**src/rtl/west_skew_feeder.sv**
```systemverilog
// West-edge feeder for the systolic MAC array: buffers activation vectors in a
// small FIFO and issues them diagonally skewed (row r delayed r cycles).

module west_skew_lane #(
  parameter int W     = 8,
  parameter int DEPTH = 1
) (
  input  logic         clock,
  input  logic         reset,
  input  logic [W-1:0] d_i,
  input  logic         v_i,
  output logic [W-1:0] d_o,
  output logic         v_o
);
  logic [DEPTH-1:0][W-1:0] data_q;
  logic [DEPTH-1:0]        vld_pipe_q;

  always_ff @(posedge clock or negedge reset) begin
    if (!reset) begin
      data_q     <= '0;
      vld_pipe_q <= '0;
    end else begin
      data_q[0]     <= d_i;
      vld_pipe_q[0] <= v_i;
      for (int k = 1; k < DEPTH; k++) begin
        data_q[k]     <= data_q[k-1];
        vld_pipe_q[k] <= vld_pipe_q[k-1];
      end
    end
  end

  assign d_o = data_q[DEPTH-1];
  assign v_o = vld_pipe_q[DEPTH-1];
endmodule

module west_skew_feeder #(
  parameter int DATA_SIZE  = 8,
  parameter int ROWS       = 4,
  parameter int FIFO_DEPTH = 8
) (
  input  logic                          clock,
  input  logic                          reset,
  input  logic                          start,
  input  logic [ROWS*DATA_SIZE-1:0]     vec_in,
  input  logic                          vec_valid,
  input  logic                          vec_last,
  output logic                          vec_ready,
  output logic [ROWS*2*DATA_SIZE-1:0]   west_out,
  output logic [ROWS-1:0]               west_valid,
  output logic [31:0]                   mac_matrix_counter,
  output logic                          busy,
  output logic                          done
);
  localparam int AW         = $clog2(FIFO_DEPTH);
  localparam int DCW        = $clog2(ROWS + 1);
  localparam int DRAIN_LAST = (ROWS > 1) ? ROWS - 2 : 0;

  typedef logic [AW:0] ptr_t;
  typedef struct packed {
    logic                                last;
    logic [ROWS-1:0][DATA_SIZE-1:0]      vec;
  } fifo_ent_t;
  typedef enum logic [1:0] {IDLE, STREAM, DRAIN} state_t;

  fifo_ent_t mem_q [FIFO_DEPTH];
  ptr_t      wr_ptr_q, rd_ptr_q;
  fifo_ent_t head;
  logic      full, empty, push, pop;

  state_t          state_q, state_d;
  logic [DCW-1:0]  drain_q, drain_d;
  logic [31:0]     cnt_q, cnt_d;
  logic            done_q, done_d;

  logic [ROWS-1:0][DATA_SIZE-1:0] iss_vec, lane_d;

  // Extra pointer MSB separates full (MSBs differ) from empty (pointers equal).
  assign full      = (wr_ptr_q[AW] != rd_ptr_q[AW]) && (wr_ptr_q[AW-1:0] == rd_ptr_q[AW-1:0]);
  assign empty     = (wr_ptr_q == rd_ptr_q);
  assign vec_ready = !full;
  assign push      = vec_valid && !full;
  assign pop       = (state_q == STREAM) && !empty;
  assign head      = mem_q[rd_ptr_q[AW-1:0]];

  always_ff @(posedge clock) begin
    if (push) mem_q[wr_ptr_q[AW-1:0]] <= '{last: vec_last, vec: vec_in};
  end

  always_ff @(posedge clock or negedge reset) begin
    if (!reset) begin
      wr_ptr_q <= '0;
      rd_ptr_q <= '0;
    end else begin
      if (push) wr_ptr_q <= wr_ptr_q + ptr_t'(1);
      if (pop)  rd_ptr_q <= rd_ptr_q + ptr_t'(1);
    end
  end

  always_comb begin
    state_d = state_q;
    drain_d = drain_q;
    done_d  = 1'b0;
    cnt_d   = (state_q != IDLE) ? cnt_q + 32'd1 : cnt_q;
    case (state_q)
      IDLE: if (start) begin
        state_d = STREAM;
        cnt_d   = '0;
      end
      STREAM: if (pop && head.last) begin
        if (ROWS == 1) begin
          state_d = IDLE;
          done_d  = 1'b1;
        end else begin
          state_d = DRAIN;
          drain_d = '0;
        end
      end
      DRAIN: if (drain_q == DCW'(DRAIN_LAST)) begin
        state_d = IDLE;
        done_d  = 1'b1;
      end else begin
        drain_d = drain_q + DCW'(1);
      end
      default: state_d = IDLE;
    endcase
  end

  always_ff @(posedge clock or negedge reset) begin
    if (!reset) begin
      state_q <= IDLE;
      drain_q <= '0;
      cnt_q   <= '0;
      done_q  <= 1'b0;
    end else begin
      state_q <= state_d;
      drain_q <= drain_d;
      cnt_q   <= cnt_d;
      done_q  <= done_d;
    end
  end

  assign busy               = (state_q != IDLE);
  assign done               = done_q;
  assign mac_matrix_counter = cnt_q;

  // Non-pop cycles inject zero bubbles that ride the skew like real data.
  assign iss_vec = pop ? head.vec : '0;

  for (genvar r = 0; r < ROWS; r++) begin : g_row
    west_skew_lane #(.W(DATA_SIZE), .DEPTH(r + 1)) u_lane (
      .clock (clock),
      .reset (reset),
      .d_i   (iss_vec[r]),
      .v_i   (pop),
      .d_o   (lane_d[r]),
      .v_o   (west_valid[r])
    );
    assign west_out[r*2*DATA_SIZE +: 2*DATA_SIZE] = {{DATA_SIZE{1'b0}}, lane_d[r]};
  end
endmodule

```
**config.mk**
```make
export PLATFORM = sky130hd
export DESIGN_NAME = west_skew_feeder
export DESIGN_NICKNAME = d
export VERILOG_FILES = /design/src/rtl/west_skew_feeder.sv
export SDC_FILE = /design/constraint.sdc
export NUM_CORES = 1
export LEC_CHECK = 0
export CORE_MARGIN = 3
export CORE_UTILIZATION = 57
export DETAILED_ROUTE_END_ITERATION = 6
export PLACE_DENSITY_LB_ADDON = 0.2
export SETUP_SLACK_MARGIN = 0.4
export SYNTH_ARGS = -nofsm -noshare
export SYNTH_HDL_FRONTEND = slang
export SYNTH_SLANG_ARGS = --single-unit
```
**constraint.sdc**
```tcl
create_clock -name clock -period 5.85 [get_ports clock]
set_clock_uncertainty 0.1 [all_clocks]
set_input_delay 1.17 -clock clock [delete_from_list [all_inputs] [get_ports clock]]
set_output_delay 1.17 -clock clock [all_outputs]
set_load 0.03 [all_outputs]
```
# ---- After elaboration in Yosys (flattened, before gate mapping)
# Memory sizes are Yosys's and may differ from the RTL's.
# Cells that the tools add are included.
# W data, S select, Z words.
dict set report totals {
  output_inout_bits 103
  memories 1
  inputBits 37
  mem_bits_ro 0
  regBits 136
  ramBits 264
  word_cells 61
  latchBits 0
}
# name words word_bits rd rd_ports_with_merged_regs wr line_no
set mem_list {}
lappend mem_list {mem_q 8 33 1 0 1 65} ;# fifo_ent_t mem_q [FIFO_DEPTH];
dict set report classes {
  multipliers 0
  n_eq_ne 10
  mux 15
  bitwise 0
  div_mod_pow 0
  n_lt_le_gt_ge 0
  n_addsub 4
  reduce_logical 11
  n_shift 0
}
# operator count
set ops {}
lappend ops {{$mux W32} 4}
lappend ops {{$add A32 B1 Y32 const B} 1}
lappend ops {{$add A4 B1 Y4 const B} 2}
lappend ops {{$mux W2} 3}
lappend ops {{$mux W3} 2}
lappend ops {{$ne A2 B2 Y1 const B} 3}
lappend ops {{$pmux W2 S3} 1}
lappend ops {{$pmux W3 S2} 1}
lappend ops {{$reduce_and A3 Y1} 2}
lappend ops {{$eq A4 B4 Y1} 1}
lappend ops {{$logic_and A1 B1 Y1} 4}
lappend ops {{$mux W1} 4}
lappend ops {{$reduce_bool A2 Y1} 2}
lappend ops {{$add A3 B1 Y3 const B} 1}
lappend ops {{$eq A3 B2 Y1 const B} 1}
lappend ops {{$eq A3 B3 Y1} 1}
lappend ops {{$eq A2 B1 Y1 const B} 1}
lappend ops {{$eq A2 B2 Y1 const B} 1}
lappend ops {{$logic_not A1 Y1} 2}
lappend ops {{$logic_not A2 Y1} 1}
lappend ops {{$ne A2 B1 Y1 const B} 1}
lappend ops {{$ne A1 B1 Y1} 1}

# ---- Logic depth before layout (Yosys ltp)
dict set report logic_depth {
  depth_word 6
  mapped_depth 8
  ltp_nobuf 7
}

# ---- By module
# Synthesis repeated with hierarchy kept, for this count alone.
dict set report hier_totals {
  hier_cells 810
  hier_area_um2 15049.4
}
# module area_per_inst_um2 seq_area_each_um2 cells_each instances
set modules_own_cells {}
lappend modules_own_cells {west_skew_feeder 12617.1 9078.7 696 1}
lappend modules_own_cells {{west_skew_lane at g_row[3].u_lane} 960.9 900.9 44 1}
lappend modules_own_cells {{west_skew_lane at g_row[2].u_lane} 735.7 675.6 35 1}
lappend modules_own_cells {{west_skew_lane at g_row[1].u_lane} 510.5 450.4 26 1}
lappend modules_own_cells {{west_skew_lane at g_row[0].u_lane} 225.2 225.2 9 1}

# ---- Least setup slack after synthesis
# No wires, ideal clock.
dict set report synth_timing {
  path_type {input-to-reg}
  startpoint {input vec_valid}
  endpoint {memory mem_q[4][0] in the netlist's numbering (enable)}
  setup_slack_ns 0.507
  setup_ns 0.518
  arrival_ns 4.725
  path_stages 2
  path_buffers 0
  required_ns 5.232
  path_cell_list {nand2_2 nor4b_1}
}
dict set report synth_via {
  elab_chain_cells 3
}
# item line_no
set synth_rtl {}
lappend synth_rtl {{from (decl)} 45} ;# input logic vec_valid,
lappend synth_rtl {{$logic_and A1 B1 Y1} 81} ;# assign push = vec_valid && !full;
lappend synth_rtl {{$mux W1} 86} ;# if (push) mem_q[wr_ptr_q[AW-1:0]] <= '{last: vec_last, vec: vec_in};
lappend synth_rtl {{$mux W1 (not written as such)} 86}
lappend synth_rtl {{to (decl)} 65}
# No other way between the ends.

# ---- Worst setup path after layout
dict set report layout_timing {
  startpoint {register rd_ptr_q[2]}
  endpoint {output vec_ready}
}
dict set report layout_via {
  elab_chain_cells 3
}
# item line_no
set layout_rtl {}
lappend layout_rtl {{from (decl)} 66} ;# ptr_t wr_ptr_q, rd_ptr_q;
lappend layout_rtl {{from (signal assigned)} 95} ;# if (pop) rd_ptr_q <= rd_ptr_q + ptr_t'(1);
lappend layout_rtl {{$eq A3 B3 Y1} 78} ;# assign full = (wr_ptr_q[AW] != rd_ptr_q[AW]) && (wr_ptr_q[AW-1:0] == rd_ptr_q[AW-1:0]);
lappend layout_rtl {{$logic_and A1 B1 Y1} 78}
lappend layout_rtl {{$logic_not A1 Y1} 80} ;# assign vec_ready = !full;
lappend layout_rtl {{to (decl)} 47} ;# output logic vec_ready,
# No other way between the ends.

==> out/qor.yml <==
worst_setup_path:
  rr_worst_depth: 6
  worst-r2r-setup-slack_ns: 2.90
  critPathArrivalTime_ns: 2.84
  worst-path-max-fanout: 37
  critical_path_data_required_time_ns: 4.58
  start_kind: "register"
  classification_of_the_worst_setup_path: "register to output port"
  setup.worst_path.start: "rd_ptr_q[2]"
  crit_end_element: "output port"
  regToRegEndpoint: "mem_q[7][31]"
  timing.rr.start: "rd_ptr_q[2]"
grt:
  globalRoute.totalOverflow: 0
  grt_usage_pct: 19.1
  grt_antenna_before_repair: 0
  grt_max_degree: 81
  first_global_vias: 7555
  grt_pass1_wl_um: 42000
hold_path:
  min-delay-start: "g_row[3].u_lane.data_q[19]"
  hold_depth: 0
  end_point_of_the_most_critical_hold_path: "g_row[3].u_lane.d_o[3]"
  holdCritPathClass: "register to register"
timing:
  min_period_over_period_pct: 70.2
  worst_pin_slew_ns: 0.962
  timing.final.hold_violations: 0
  timing.max_slew.rel_slack_pct: 35.8
  fmax_mhz: 243
  timing.setup.tns_ns: 0
  report.final.slew_viol_count: 0
  setup_viol: 0
  grt_setup_unrepaired: "no"
  finalWorstPathRequiredPeriod_ns: 4.11
flow_run:
  max_cap_violations: 0
clock_network:
  number_of_levels_the_h_tree_was_split_into: 2
  bufs_on_longest_clock_path: 3
  cts_repair_resize_count: 0
  cts_hold_buf: 0
  tritoncts_num_sinks: 394
  cts_root_buffer: "clkbuf_16"
  post-cts-setup-buffer-count: 0
  clock_latency_ns: 0.52
  cts_made_buffers: 39
  clk_transition_reported_paths_ns: 0.05
  cts_tree: "built"
routing:
  route.final.wire_length_um: 26000
  wire_per_inst_um: 20.9
  detail_route.drc_violations: 0
  drt-pass1-iter-count: 7
  drt_iter0_markers: 745
  route.antenna.remaining_nets: 0
  num_vias: 7211
  via_per_inst: 5.78
synthesis:
  async_reset_ff_share_pct: 33.0
  synthesis.area_per_instance_um2: 18.9
  most_used_standard_cell_by_instance_count_after_synthesis: "edfxtp_1"
  synthTopCellsByCount: "edfxtp_1, dfrtp_1, mux4_2"
  synth_enable_flop_cells: 264
  synth.cell_area_mm2: 0.0149
  cell_taking_the_most_area_after_synthesis: "edfxtp_1"
  number_of_library_cell_types_mapped_by_synthesis: 47
  dominantRegCellSynth: "edfxtp_1"
  yosysWarnings: 0
  most_area_consuming_cells_after_synthesis: "edfxtp_1, dfrtp_1, mux4_2"
  synth_top_area_share_pct: 53.3
  proportion_of_synthesized_chip_area_in_sequential_cells_pct: 75.1
  netlist_instances: 786
  yosys_register_bits: 394
finish:
  finish.net_count: 929
  final-instance-count-excl-fill: 1247
  postLayoutCellArea_mm2: 0.0173
  drive_above_1_share_pct: 17.8
  antennaDiodeCount: 0
  layout-area-overhead-vs-synth_pct: 16.2
place:
  dp.cells: 1176
  gp_congestion: 0.755
  dpl-instance-area_mm2: 0.0160
  portBuffers: 107
  hpwlAfterDp_um: 14600
floorplan:
  die_area_mm2: 0.0281
  floorplan.die.height_um: 168
  std_cell_rows: 58
  die-width_um: 168
  coreArea_mm2: 0.0254
  design.portCount: 140
  initial_utilization_pct: 58.6
power:
  power_leakage_uw: 0.00638
  vdd.ir_drop.worst_mv: 0.301
  pwr_density_cell_mw_per_mm2: 475
status:
  status: "complete, no violations"
==> worst max-delay path, cell delays in order (launching register included) <==
cell             delay, ns
dfrtp_2               0.34
buf_4                 0.58
xor2_1                0.17
or4_4                 0.58
clkdlybuf4s50_1       0.64
==> cells in the final DEF, fill, tap and decap left out, drive strengths merged, types with 3 or more instances in the layout <==
| cell | n |
|---|---|
| edfxtp | 264 |
| dfrtp | 130 |
| clkdlybuf4s50 | 106 |
| mux4 | 66 |
| clkbuf | 64 |
| nor2 | 43 |
| mux2i | 36 |
| conb | 32 |
| nand3 | 27 |
| nand2 | 27 |
| o21ai | 15 |
| xor2 | 13 |
| buf | 13 |
| o211ai | 9 |
| o31ai | 8 |
| inv | 7 |
| and3 | 6 |
| ha | 5 |
| nand4 | 5 |
| clkinv | 5 |
| xnor2 | 4 |
| o311ai | 3 |
| o41ai | 3 |
| nor4 | 3 |
| nor3b | 3 |
==> sequential cells by signal, indices dropped and copies added, names as in the netlist <==
| name | count |
|---|---|
| mem_q | 264 |
| g_row.u_lane.data_q | 48 |
| g_row.u_lane.d_o | 32 |
| mac_matrix_counter | 32 |
| g_row.u_lane.vld_pipe_q | 4 |
| rd_ptr_q | 4 |
| wr_ptr_q | 4 |
| drain_q | 3 |
| state_q | 2 |
| done | 1 |
==> worst max-delay path by stage <==
stage                       end  slack (ns)  cells past startpoint
detailed placement    vec_ready        2.26                      4
global route          vec_ready        1.64                      4
floorplan           mem_q[4][0]        0.51                      2
global placement      vec_ready        2.27                      4
finish                vec_ready        1.74                      4
CTS                   vec_ready        1.70                      4
==> per-layer routing <==
layer | up-vias | part of all wire (%) | track usage [%]
met3 | 52 | 5.6 | 3.52
met1 | 3763 | 43 | 27.5
met2 | 261 | 49 | 30.7
met4 | 0 | 2.3 | 5.09
met5 | - | 0 | 0
li1 | 3135 | - | -
==> power breakdown <==
part	switching [uW]	internal [uW]
clock	961	1440
combinational	1160	898
sequential	248	3510
total	2370	5840
==> cell families after synthesis <==
logic type	synth area share (%)
buffers and inverters	4.24
multiplexers	12.6
flip-flops	75.1
XOR/XNOR	1.00
adder cells (fa/ha/maj)	0.420
other	0.0252
AO/OA/AOI/OAI	1.88
AND/OR/NAND/NOR	4.73
==> stage by stage <==
stage               utilization [%]  setup WS, ns  power (uW)  hold slack (ns)
global placement               63.1          2.27        5820            0.231
floorplan                         -         0.507        5350            0.231
global route                   68.0          1.64        8620            0.250
finish                         68.0          1.74        8210            0.244
detailed placement             63.1          2.26        5900            0.235
CTS                            68.0          1.70        8320            0.247
==> cell type report <==
type,instances,area (um2)
clock buffer,64,1190
clock inverter,7,75.1
fill,1671,8120
inverter,6,25.0
multi-input combinational,327,3230
sequential,394,11200
tap,330,413
timing repair buffer,119,1160
No activity file was read; power rests on OpenSTA's default activity.
